<file path="src/rtl/tape_buf_reader.sv">
// tape_buf_reader: byte-read server for the tape player, opening buff_rd_en windows
// and backing them with a one-word SDRAM line cache.
module tape_buf_reader #(
  parameter int MIN_WIN = 4,
  parameter int GAP = 12
) (
  input  logic        clk_sys,
  input  logic        reset_n,
  input  logic        invalidate,
  output logic        buff_rd_en,
  input  logic        buff_rd,
  input  logic [24:0] buff_addr,
  output logic [7:0]  buff_din,
  output logic        mem_req,
  output logic [23:0] mem_addr,
  input  logic        mem_ack,
  input  logic [15:0] mem_data,
  output logic        busy
);
  typedef enum logic [2:0] {S_GAP, S_OPEN, S_HOLD, S_FETCH, S_CLOSE} state_t;
  localparam logic [15:0] GAP_LAST = 16'(GAP - 1);
  // window states close once this many cycles have elapsed since OPEN (CLOSE adds the last one)
  localparam logic [15:0] WIN_LAST = 16'(MIN_WIN - 2);
  state_t state;
  logic [15:0] cnt, line;
  logic [23:0] tag;
  logic valid, inv_seen, sel, hit;
  logic [15:0] cnt_inc;
  assign hit = valid && !invalidate && tag == buff_addr[24:1];
  assign cnt_inc = cnt + 16'(cnt != '1);
  assign busy = mem_req;
  always_ff @(posedge clk_sys or negedge reset_n)
    if (!reset_n) begin
      state <= S_GAP;
      cnt <= '0;
      buff_rd_en <= 1'b0;
      buff_din <= '0;
      mem_req <= 1'b0;
      mem_addr <= '0;
      line <= '0;
      tag <= '0;
      valid <= 1'b0;
      inv_seen <= 1'b0;
      sel <= 1'b0;
    end else begin
      if (invalidate) valid <= 1'b0;
      if (invalidate && state != S_GAP) inv_seen <= 1'b1;
      case (state)
        S_GAP: begin
          cnt <= (invalidate || cnt == GAP_LAST) ? '0 : cnt + 16'd1;
          if (!invalidate && cnt == GAP_LAST) begin
            state <= S_OPEN;
            buff_rd_en <= 1'b1;
          end
        end
        S_OPEN: begin
          cnt <= 16'd1;
          sel <= buff_addr[0];
          if (buff_rd && hit) buff_din <= buff_addr[0] ? line[15:8] : line[7:0];
          if (buff_rd && !hit) begin
            mem_req <= 1'b1;
            mem_addr <= buff_addr[24:1];
          end
          state <= (buff_rd && !hit) ? S_FETCH : S_HOLD;
        end
        S_HOLD: begin
          cnt <= cnt_inc;
          if (cnt >= WIN_LAST) state <= S_CLOSE;
        end
        S_FETCH: begin
          cnt <= cnt_inc;
          if (mem_ack) begin
            mem_req <= 1'b0;
            line <= mem_data;
            tag <= mem_addr;
            valid <= !(inv_seen || invalidate);
            buff_din <= sel ? mem_data[15:8] : mem_data[7:0];
            state <= cnt >= WIN_LAST ? S_CLOSE : S_HOLD;
          end
        end
        S_CLOSE: begin
          buff_rd_en <= 1'b0;
          cnt <= '0;
          inv_seen <= 1'b0;
          state <= S_GAP;
        end
        default: state <= S_GAP;
      endcase
    end
endmodule
</file>
<file path="config.mk">
export PLATFORM = sky130hd
export DESIGN_NAME = tape_buf_reader
export DESIGN_NICKNAME = d
export VERILOG_FILES = /design/src/rtl/tape_buf_reader.sv
export SDC_FILE = /design/constraint.sdc
export NUM_CORES = 1
export LEC_CHECK = 0
export BUFFER_PORTS_ARGS = -buffer_cell sky130_fd_sc_hd__buf_2
export CAP_MARGIN = 20
export CORE_MARGIN = 2
export CORE_UTILIZATION = 45
export CTS_BUF_LIST = sky130_fd_sc_hd__clkbuf_4 sky130_fd_sc_hd__clkbuf_8
export CTS_CLUSTER_DIAMETER = 40
export CTS_CLUSTER_SIZE = 24
export DETAILED_ROUTE_END_ITERATION = 8
export MAX_ROUTING_LAYER = met4
export PLACE_DENSITY = 0.62
export SLEW_MARGIN = 20
export SYNTH_ARGS = -nofsm -noshare
export SYNTH_HDL_FRONTEND = slang
export SYNTH_SLANG_ARGS = --single-unit
</file>
<file path="constraint.sdc">
create_clock -name clk_sys -period 2.8 [get_ports clk_sys]
set_input_delay 0.42 -clock clk_sys [delete_from_list [all_inputs] [get_ports clk_sys]]
set_output_delay 0.42 -clock clk_sys [all_outputs]
set_load 0.01 [all_outputs]
</file>
# Yosys cells after proc, flatten, opt, wreduce, memory -nomap -nowiden
# Index checks and enable logic that the tools add are counted.
# word_totals
regBits	96
output_inout_bits	35
# classes
n_addsub	2
n_lt_le_gt_ge	1
n_eq_ne	12
mux	23
n_reduce_logical	24
# ops
cell	count
$pmux W16 S4	1
$mux W8	4
$eq A24 B24 Y1	1
$add A16 B1 Y16	1
$add A16 B1 Y16 const B	1
$eq A16 B4 Y1 const B	1
$ge A16 B2 Y1 const B	1
$mux W16	1
$ne A16 B16 Y1 const B	1
$pmux W8 S2	1
$mux W3	4
$pmux W3 S4	1
$ne A2 B2 Y1 const B	5
$mux W1	9
$reduce_and A3 Y1	3
$eq A3 B2 Y1 const B	2
$logic_and A1 B1 Y1	6
$reduce_and A2 Y1	3
$reduce_bool A2 Y1	3
$pmux W1 S2	2
$reduce_bool A4 Y1	1
$eq A3 B1 Y1 const B	1
$eq A3 B3 Y1 const B	1
$logic_not A1 Y1	3
other kinds (4)	5

# Logic depth before layout (Yosys ltp)
# Gate-level depths: netlist of run 1.
# depth
word_depth	7
depth_mapped	12
mapped_depth_nobuf	11

# Worst setup path after synthesis of run 1
# No wires, ideal clock.
# synth_path
kind	reg-to-reg
startpoint	register cnt[1]
endpoint	register cnt[10]
arrival_time_ns	2.436
slack_ns	0.243
path_stages_with_launch	10
cell_sequence	dfrtp_1 -> ha_1 -> nand3_1 -> or4_1 -> ha_1 -> ha_1 -> and3_1 -> or3b_2 -> a221o_1 -> a22o_1
# synth_via
elab_chain_len	4
# synth_rtl
element	line_no	source
from (decl)	25	logic [15:0] cnt, line;
from (signal assigned)	50	cnt <= (invalidate || cnt == GAP_LAST) ? '0 : cnt + 16'd1;
from (signal assigned)	67	cnt <= cnt_inc;
from (signal assigned)	71	cnt <= cnt_inc;
parallel branches: the longest is 3 deep, another holds $add A16 B1 Y16	--	
$pmux W16 S4 *	48	case (state)
# Mark *: on every way between the ends.
# A chain may end at the register's enable or synchronous reset.

# Worst setup path in the final report of run 1
# layout_path
startpoint	register cnt[4]
endpoint	register cnt[14]
# Same word-level chain as after synthesis.

==> results by group, run 1 <==
Outcome
  • Status: finished, final reports clean

Floorplan
  • Die height: 108 um
  • DIE AREA: 11700 um^2
  • Die X-Extent: 108 um
  • Io pins: 81
  • Initial Util: 45.6%
  • Row count: 38
  • CORE AREA: 10700 um^2

Worst setup path
  • CP dominant cell by count: ha_1
  • CP max stage delay: 0.57 ns
  • Critical Path Fanout Max: 6
  • Critical path arrival: 3.02 ns
  • CP Launch Type: flip-flop
  • R2r setup slk: 0.09 ns
  • CP max-delay cell: or4_4
  • Crit end category: flip-flop
  • Top Family by Delay on Critical Path: simple AND/OR/NAND/NOR gates
  • Crit path cell chain: nand4_1 -> nor2_1 -> nand3_1 -> or4_4 -> ha_1 -> ha_1 -> and3_1 -> or3b_2 -> o21ai_0 -> o2111ai_1 -> o31a_1
  • Bufs and invs on worst path: 0
  • CP Class: reg -> reg
  • Reg-to-reg critical path startpoint: cnt[4]
  • Crit path from: cnt[4]
  • Worst EP required: 3.11 ns

Final layout
  • Most common cell after layout, fill and taps aside: dfrtp_1
  • Layout area overhead: 18.0%
  • Antenna diode count: 0
  • Share of cells above drive strength 1: 36.5%
  • Nets: 560
  • Fill cells: 997
  • Cell Count, Final, Fillers Out: 655
  • Non-Filler Cell Area, Final: 5780 um^2
  • Core Util, Final: 53.8%
  • Commonest non-fill, non-tap cells in the layout: dfrtp_1, buf_2, mux2_2

STA
  • Final TNS setup: 0 ns
  • Max Fclk: 0.369 GHz
  • Max-slew headroom: 52.7%
  • Worst Tran Pin Value: 0.709 ns
  • Min cycle time layout: 2.71 ns
  • Max Transition Viols Final: 0
  • Layout Skew: 0.00809 ns
  • Final Hold Viols: 0
  • PnR worst setup slack: 0.0894 ns
  • Setup violators final: 0
  • RSZ-0062 raised after global routing: no
  • Final period util: 96.8%
  • Hold Slack: 0.0667 ns

GRT
  • Vias in the first global route: 3827
  • Global Route Usage Sum: 20.8%
  • Global Route met1 Usage: 25.5%
  • First-pass GRT wire length: 18300 um
  • Initial antenna violation count: 0
  • Gr busiest metal: met2
  • M3 GR Usage: 4.04%
  • Global routing usage on met2: 33.9%
  • Largest net degree at the start of global routing: 49
  • Gr ovfl total: 0

Logic synthesis
  • Post-synth top flop: dfrtp_1
  • FFs w/ async S/R, synth: 100%
  • Post-Syn Nets: 469
  • Mean post-synth cell area: 11.7 um^2
  • Synth warn: 0
  • Netlist cell types: 64
  • EDFF count, synth: 0
  • Register area share after synthesis: 49.0%
  • Post-Synthesis Cells: 419
  • FF+latch count, synth: 96
  • Cell Area, Synth: 4900 um^2

Clocking
  • Clk sinks: 96
  • Max clock buf depth: 2
  • Clock latency on the worst-skew pair: 0.37 ns
  • Clk root buf: clkbuf_8
  • Num CTS Buffers: 9
  • Clk slew on worst S/H paths: 0.10 ns
  • CTS tree: built
  • H-tree levels: 3

Job
  • MaxCap Viol Count: 0

Place
  • IO Port Bufs: 80
  • Placed Cells: 637
  • RePlAce Congestion: 0.902
  • Placed cell area: 5530 um^2
  • Worst slack at placement: 0.0482 ns
  • HPWL Detailed: 7770 um

Power
  • Final Total Pwr: 2.68 mW
  • Power Dens Cells: 464 nW/um^2
  • Leakage Power: 2.93 nW
  • Peak supply drop: 0.311 mV

Detailed routing
  • Drt drc: 0
  • Drt pass-1 iters: 4
  • Antenna viol nets, final: 0
  • Routed len/inst: 16.8 um
  • Routed Wire Length: 11000 um
  • Initial DRC count: 136
  • Via count: 3669
  • Number of vias per cell: 5.60

Worst hold path
  • Worst min-delay path class: in -> async
==> area by class of cell <==
cell class | count | area (um^2) | area share, %
inverter | 4 | 15.0 | 0.260
timing repair buffer | 102 | 581 | 10.0
clock inverter | 6 | 90.1 | 1.56
sequential | 96 | 2400 | 41.6
multi-input combinational | 297 | 2380 | 41.1
clock buffer | 10 | 138 | 2.38
tap | 140 | 175 | 3.03
==> path summary, 6_finish.rpt <==
check                          endpoint  cells past startpoint
setup / recovery                cnt[14]                     11
hold / removal              buff_din[0]                      1
setup reg to reg                cnt[14]                     11
hold reg to reg                    busy                      2
max in group asynchronous       tag[11]                      2
min in group clk_sys       mem_addr[18]                      2
==> synthesized netlist by cell type (2+ instances only) <==
cell	instances	area, um^2
a211oi_1	8	60.1
a21oi_1	18	90.1
a221oi_1	2	17.5
a22o_1	5	43.8
a41oi_1	2	17.5
and3_1	2	12.5
buf_2	5	25.0
buf_6	3	33.8
clkbuf_1	12	45.0
dfrtp_1	96	2400
ha_1	4	50.1
inv_1	4	15.0
mux2_1	19	214
mux2_2	46	518
mux2_4	8	120
mux2i_1	8	80.1
nand2_1	20	75.1
nand2b_1	2	12.5
nand3_1	11	55.1
nand4_1	7	43.8
nor2_1	20	75.1
nor2b_1	11	68.8
nor3_1	6	30.0
nor3b_1	4	30.0
nor4_1	8	50.1
nor4_2	3	37.5
o211ai_1	4	30.0
o21ai_0	15	75.1
o221ai_1	2	17.5
o22ai_1	2	12.5
o31a_1	2	17.5
o31ai_1	2	15.0
o32ai_1	2	17.5
or2_2	2	12.5
or3_1	2	12.5
or4_1	2	15.0
xnor2_1	3	26.3
xor2_1	21	184
==> routing by layer <==
layer	routed length, um	up-vias
met5	0	-
met4	138	0
met3	536	11
met2	5550	92
met1	4790	1831
li1	-	1735
==> registers in the layout, summed over array words and instances, names as in the netlist <==
signal and count:
busy 1, cnt 16, sel 1, inv_seen 1, line 16, mem_addr 24, valid 1, tag 24
buff_rd_en 1, state 3, buff_din 8
==> power breakdown <==
group / switching (mW) / internal, mW / total, mW
clock: 0.503 / 0.534 / 1.04
combinational: 0.122 / 0.0913 / 0.214
sequential: 0.0225 / 1.41 / 1.43
total: 0.648 / 2.04 / 2.68
==> repair_timing <==
action / 4_1_cts / 5_1_grt
hold buffers: 0 / 0
setup endpoints to repair: 0 / 3
setup buffers: 0 / 2
resized for setup: 0 / 4
==> kinds of logic after synthesis <==
logic type               Yosys count  share of synthesized area (%)
AO/OA/AOI/OAI                     81                           11.7
XOR/XNOR                          24                           4.29
adder cells (fa/ha/maj)            4                           1.02
buffers and inverters             26                           2.66
flip-flops                        96                           49.0
multiplexers                      81                           19.0
AND/OR/NAND/NOR                  107                           12.2
Note: power is estimated with default switching activity, not from simulation.
==> run 2: changes to the inputs <==
--- a/config.mk
+++ b/config.mk
@@ -5,7 +5,7 @@
 export SDC_FILE = /design/constraint.sdc
 export NUM_CORES = 1
 export LEC_CHECK = 0
-export BUFFER_PORTS_ARGS = -buffer_cell sky130_fd_sc_hd__buf_2
+export BUFFER_PORTS_ARGS = -buffer_cell sky130_fd_sc_hd__clkbuf_2
 export CAP_MARGIN = 20
 export CORE_MARGIN = 2
 export CORE_UTILIZATION = 45
@@ -13,6 +13,7 @@
 export CTS_CLUSTER_DIAMETER = 40
 export CTS_CLUSTER_SIZE = 24
 export DETAILED_ROUTE_END_ITERATION = 8
+export HOLD_SLACK_MARGIN = 0.02
 export MAX_ROUTING_LAYER = met4
 export PLACE_DENSITY = 0.62
 export SLEW_MARGIN = 20
==> run 2 against run 1 <==
Maximum frequency up 2.7%. Sequential power about the same. First-iteration DRC count rose by 32%. Sequential share of layout area decreased by 0.24 points. Utilization is 0.28 points higher. Largest cell class unchanged.
==> results by group, run 2 (same netlist as run 1, synthesis figures left out) <==
Outcome
  • Status: finished, final reports clean

Clocking
  • Num CTS Buffers: 9
  • Clk sinks: 96
  • Clk root buf: clkbuf_8
  • CTS Hold Bufs: 0
  • CTS tree: built
  • Max clock buf depth: 2
  • Clock latency on the worst-skew pair: 0.39 ns
  • H-tree levels: 3
  • Clk slew on worst S/H paths: 0.09 ns

Floorplan
  • CORE AREA: 10700 um^2
  • Io pins: 81
  • Initial Util: 45.6%
  • DIE AREA: 11700 um^2
  • Die height: 108 um
  • Die X-Extent: 108 um
  • Row count: 38

GRT
  • Global Route Usage Sum: 21.5%
  • Vias in the first global route: 3743
  • Gr ovfl total: 0
  • Largest net degree at the start of global routing: 70
  • First-pass GRT wire length: 18500 um
  • Initial antenna violation count: 0

STA
  • Max Transition Viols Final: 0
  • Worst Tran Pin Value: 0.921 ns
  • Final period util: 94.2%
  • RSZ-0062 raised after global routing: no
  • Final Hold Viols: 0
  • Layout Skew: 0.00973 ns
  • Max-slew headroom: 38.6%
  • Setup violators final: 0
  • Max Fclk: 0.379 GHz
  • Min cycle time layout: 2.64 ns
  • Final TNS setup: 0 ns

Worst setup path
  • CP Launch Type: flip-flop
  • Crit end category: flip-flop
  • CP Class: reg -> reg
  • Critical path arrival: 2.92 ns
  • Critical Path Fanout Max: 5
  • Worst EP required: 3.08 ns

Power
  • Final Total Pwr: 2.72 mW
  • Clk pwr share: 39.4%
  • Switching share of power: 24.9%
  • Share of total power in combinational logic: 7.8%
  • Peak supply drop: 0.483 mV
  • Pint: 2.04 mW
  • Sw power: 0.677 mW
  • Seq pwr share: 52.7%
  • Leakage Power: 2.93 nW
  • Power Dens Cells: 468 nW/um^2

Final layout
  • Commonest non-fill, non-tap cells in the layout: dfrtp_1, clkbuf_2, mux2_2
  • Nets: 564
  • Layout area overhead: 18.6%
  • Fill cells: 980
  • Most common cell after layout, fill and taps aside: dfrtp_1
  • Antenna diode count: 0
  • Top flop regs: mem_addr (24), tag (24)
  • Share of cells above drive strength 1: 37.0%

Detailed routing
  • Antenna viol nets, final: 0
  • Routed Wire Length: 11300 um
  • Number of vias per cell: 5.62
  • Routed len/inst: 17.1 um
  • Drt drc: 0
  • Via count: 3704
  • Initial DRC count: 179
  • Drt pass-1 iters: 4

Place
  • RePlAce Congestion: 0.892
  • IO Port Bufs: 80
  • HPWL Detailed: 7890 um

Worst hold path
  • Worst min-delay path class: in -> async

Job
  • MaxCap Viol Count: 0
-- run 2: cell types whose count changed in the layout (fill, tap and decap cells not counted), sizes merged --
cell	delta
clkinv	-2
inv	+1
clkinvlp	+1
clkbuf	+79
buf	-75
-- run 2: layout make-up --
type                       count  area (um^2)  share of cell area [%]
clock buffer                  10          138                    2.37
clock inverter                 6         98.8                    1.70
inverter                       4         15.0                   0.258
multi-input combinational    297         2380                    41.0
sequential                    96         2400                    41.4
tap                          140          175                    3.01
timing repair buffer         106          598                    10.3
-- run 2: metal layers --
layer,up-vias,wire [um],global-route usage [%]
met5,-,0,-
met4,0,222,7.23
met3,24,671,7.17
met2,107,5430,34.2
met1,1823,4960,25.8
li1,1750,-,-
-- run 2: power by group through the flow --
stage	clock network, mW	registers (mW)	logic, mW
after floorplan	0	1.46	0.0932
after global placement	0	1.46	0.214
after detailed placement	0	1.46	0.216
after CTS	1.11	1.44	0.217
after global routing	1.16	1.44	0.238
final	1.07	1.44	0.213
-- run 2: worst max-delay path: stages (launching register included) --
cell and delay (ns):
dfrtp_1 0.44, ha_2 0.23, nand3_1 0.10, or4_4 0.13, ha_1 0.15, ha_1 0.21, and3_1 0.22, or3b_2 0.50
a221o_1 0.32, a22o_1 0.22
-- run 2: what timing repair did --
| item | 4_1_cts | 5_1_grt |
|---|---|---|
| setup buffers | 0 | 2 |
| setup endpoints to repair | 0 | 4 |
| resized for setup | 0 | 4 |
-- run 2: path summary, 6_finish.rpt --
kind / from / endpoint / slack (ns) / cells past startpoint
setup reg to reg: cnt[0] / cnt[10] / 0.16 / 9
hold / removal: reset_n / buff_din[0] / 0.15 / 1
max in group asynchronous: reset_n / tag[15] / 1.88 / 2
hold reg to reg: busy / busy / 0.51 / 2
min in group clk_sys: buff_addr[5] / mem_addr[4] / 0.26 / 2
setup / recovery: cnt[0] / cnt[10] / 0.16 / 9
-- run 2: stage by stage --
step	setup WS (ns)	cell area (um^2)	utilization [%]	instances	hold slack [ns]
3_3_place_gp	0.184	5550	51.6	641	0.482
2_1_floorplan	0.243	4900	-	419	0.124
4_1_cts	0.0976	5780	53.8	657	0.179
6_report	0.161	5810	54.1	659	0.150
5_1_grt	0.0179	5810	54.1	659	0.207
3_5_place_dp	0.116	5550	51.6	641	0.491
==> run 3: changes to the inputs <==
--- a/config.mk
+++ b/config.mk
@@ -14,7 +14,6 @@
 export CTS_CLUSTER_SIZE = 24
 export DETAILED_ROUTE_END_ITERATION = 8
 export HOLD_SLACK_MARGIN = 0.02
-export MAX_ROUTING_LAYER = met4
 export PLACE_DENSITY = 0.62
 export SLEW_MARGIN = 20
 export SYNTH_ARGS = -nofsm -noshare
==> run 3 against run 2 <==
Non-clock buffer count is 3 lower. Setup slack worse by 0.022 ns. Via count hardly changed. Critical path depth stayed put. Sequential share of layout area is 0.50 points higher. Cell area is 1.2% lower. Worst hold slack worse by 0.024 ns. Die area stayed put. Maximum frequency is 0.83% lower. Clock skew is 0.0047 ns higher. Largest power group unchanged.
==> results by group, run 3 (same netlist as run 1, synthesis figures left out) <==
Outcome
  • Status: finished, final reports clean

Place
  • Placed Cells: 638
  • IO Port Bufs: 80
  • RePlAce Congestion: 0.909
  • HPWL Detailed: 7840 um

Worst setup path
  • Critical path arrival: 2.94 ns
  • Crit end category: flip-flop
  • CP dominant cell by count: ha_1
  • Crit path from: cnt[0]
  • CP Launch Type: flip-flop
  • WP depth: 9
  • Reg2reg path depth: 9
  • Crit path cell chain: ha_1 -> nand3_1 -> or4_1 -> ha_1 -> ha_1 -> and3_1 -> or3b_2 -> a221o_1 -> a22o_1
  • Reg-to-reg endpoint: cnt[10]
  • R2r setup slk: 0.14 ns
  • CP Class: reg -> reg
  • Top Family by Delay on Critical Path: simple AND/OR/NAND/NOR gates
  • CP max-delay cell: or3b_2
  • Critical Path Fanout Max: 5
  • Worst EP required: 3.08 ns
  • Reg-to-reg critical path startpoint: cnt[0]
  • CP max stage delay: 0.50 ns
  • Bufs and invs on worst path: 0
  • Crit path to: cnt[10]

Floorplan
  • DIE AREA: 11700 um^2
  • Io pins: 81
  • Die height: 108 um
  • CORE AREA: 10700 um^2
  • Die X-Extent: 108 um
  • Initial Util: 45.6%
  • Row count: 38

Job
  • MaxCap Viol Count: 0

STA
  • Max Fclk: 0.376 GHz
  • Setup violators final: 0
  • Layout Skew: 0.0144 ns
  • Min cycle time layout: 2.66 ns
  • RSZ-0062 raised after global routing: no
  • Final TNS setup: 0 ns
  • Final Hold Viols: 0
  • Max Transition Viols Final: 0
  • Worst Tran Pin Value: 0.844 ns
  • Final period util: 95.0%
  • Max-slew headroom: 43.7%

Clocking
  • Clock latency on the worst-skew pair: 0.38 ns
  • Clk root buf: clkbuf_8
  • Max clock buf depth: 2
  • Clk slew on worst S/H paths: 0.10 ns
  • Clk sinks: 96
  • H-tree levels: 3
  • Num CTS Buffers: 9
  • CTS tree: built
  • Post-cts resize count: 0

GRT
  • Gr ovfl total: 0
  • Global Route Usage Sum: 20.5%
  • Vias in the first global route: 3758
  • Largest net degree at the start of global routing: 67
  • First-pass GRT wire length: 18500 um
  • Initial antenna violation count: 0

Power
  • Peak supply drop: 0.321 mV
  • Leakage Power: 2.89 nW
  • Power Dens Cells: 445 nW/um^2

Detailed routing
  • Routed Wire Length: 10900 um
  • Drt pass-1 iters: 4
  • Drt drc: 0
  • Via count: 3702
  • Routed len/inst: 16.6 um
  • Number of vias per cell: 5.64
  • Initial DRC count: 129
  • Antenna viol nets, final: 0

Final layout
  • Antenna diode count: 0
  • Layout area overhead: 17.1%
  • Cell Count, Final, Fillers Out: 656
  • Most common cell after layout, fill and taps aside: dfrtp_1
  • Nets: 561
  • Top flop regs: mem_addr (24), tag (24)
  • Commonest non-fill, non-tap cells in the layout: dfrtp_1, clkbuf_2, mux2_2
  • Share of cells above drive strength 1: 35.9%

Worst hold path
  • Worst min-delay path class: in -> async
[run 3: area by class of cell]
type / instances / area (um^2)
clock inverters: 4 / 33.8
multi-input cells: 297 / 2370
well taps: 140 / 175
flip-flops and latches: 96 / 2400
repair buffers: 103 / 576
clock buffers: 12 / 165
fillers: 977 / 5010
inverters: 4 / 15.0
[run 3: worst min-delay path by stage]
stage / depth (start not counted) / end / from / slack (ns)
6_report: 1 / buff_din[0] / reset_n / 0.13
2_1_floorplan: 0 / buff_din[0] / reset_n / 0.12
3_5_place_dp: 1 / line[5] / line[5] / 0.49
3_3_place_gp: 1 / line[7] / line[7] / 0.49
5_1_grt: 1 / buff_din[0] / reset_n / 0.17
4_1_cts: 1 / line[0] / reset_n / 0.15
[run 3: per-layer routing]
metal | part of all wire (%) | GRT usage, % | up-vias
met5 | 0 | 0 | -
met4 | 1.8 | 7.88 | 0
met3 | 6.8 | 6.57 | 15
met2 | 48 | 32.7 | 114
met1 | 43 | 26.0 | 1824
li1 | - | - | 1749
[run 3: metrics by stage]
| stage | hold slack, ns | instance area [um^2] | setup WS [ns] | utilization [%] | power, mW |
|---|---|---|---|---|---|
| after global routing | 0.172 | 5740 | 0.0145 | 53.4 | 2.68 |
| final | 0.126 | 5740 | 0.139 | 53.4 | 2.55 |
| after global placement | 0.486 | 5520 | 0.206 | 51.4 | 1.67 |
| after detailed placement | 0.493 | 5520 | 0.139 | 51.4 | 1.68 |
| after CTS | 0.154 | 5720 | 0.124 | 53.3 | 2.60 |
| after floorplan | 0.124 | 4900 | 0.243 | - | 1.56 |
[run 3: repair_timing]
action / 4_1_cts / 5_1_grt
hold buffers: 0 / 0
setup endpoints to repair: 0 / 3
endpoints found under the hold margin: 0 / 0
setup buffers: 0 / 2
[run 3: report_power, final]
| group | internal [mW] | total, mW | switching, mW | leakage, nW |
|---|---|---|---|---|
| sequential | 1.41 | 1.43 | 0.0233 | 1.34 |
| combinational | 0.0895 | 0.212 | 0.122 | 1.46 |
| clock | 0.404 | 0.909 | 0.505 | 0.0996 |
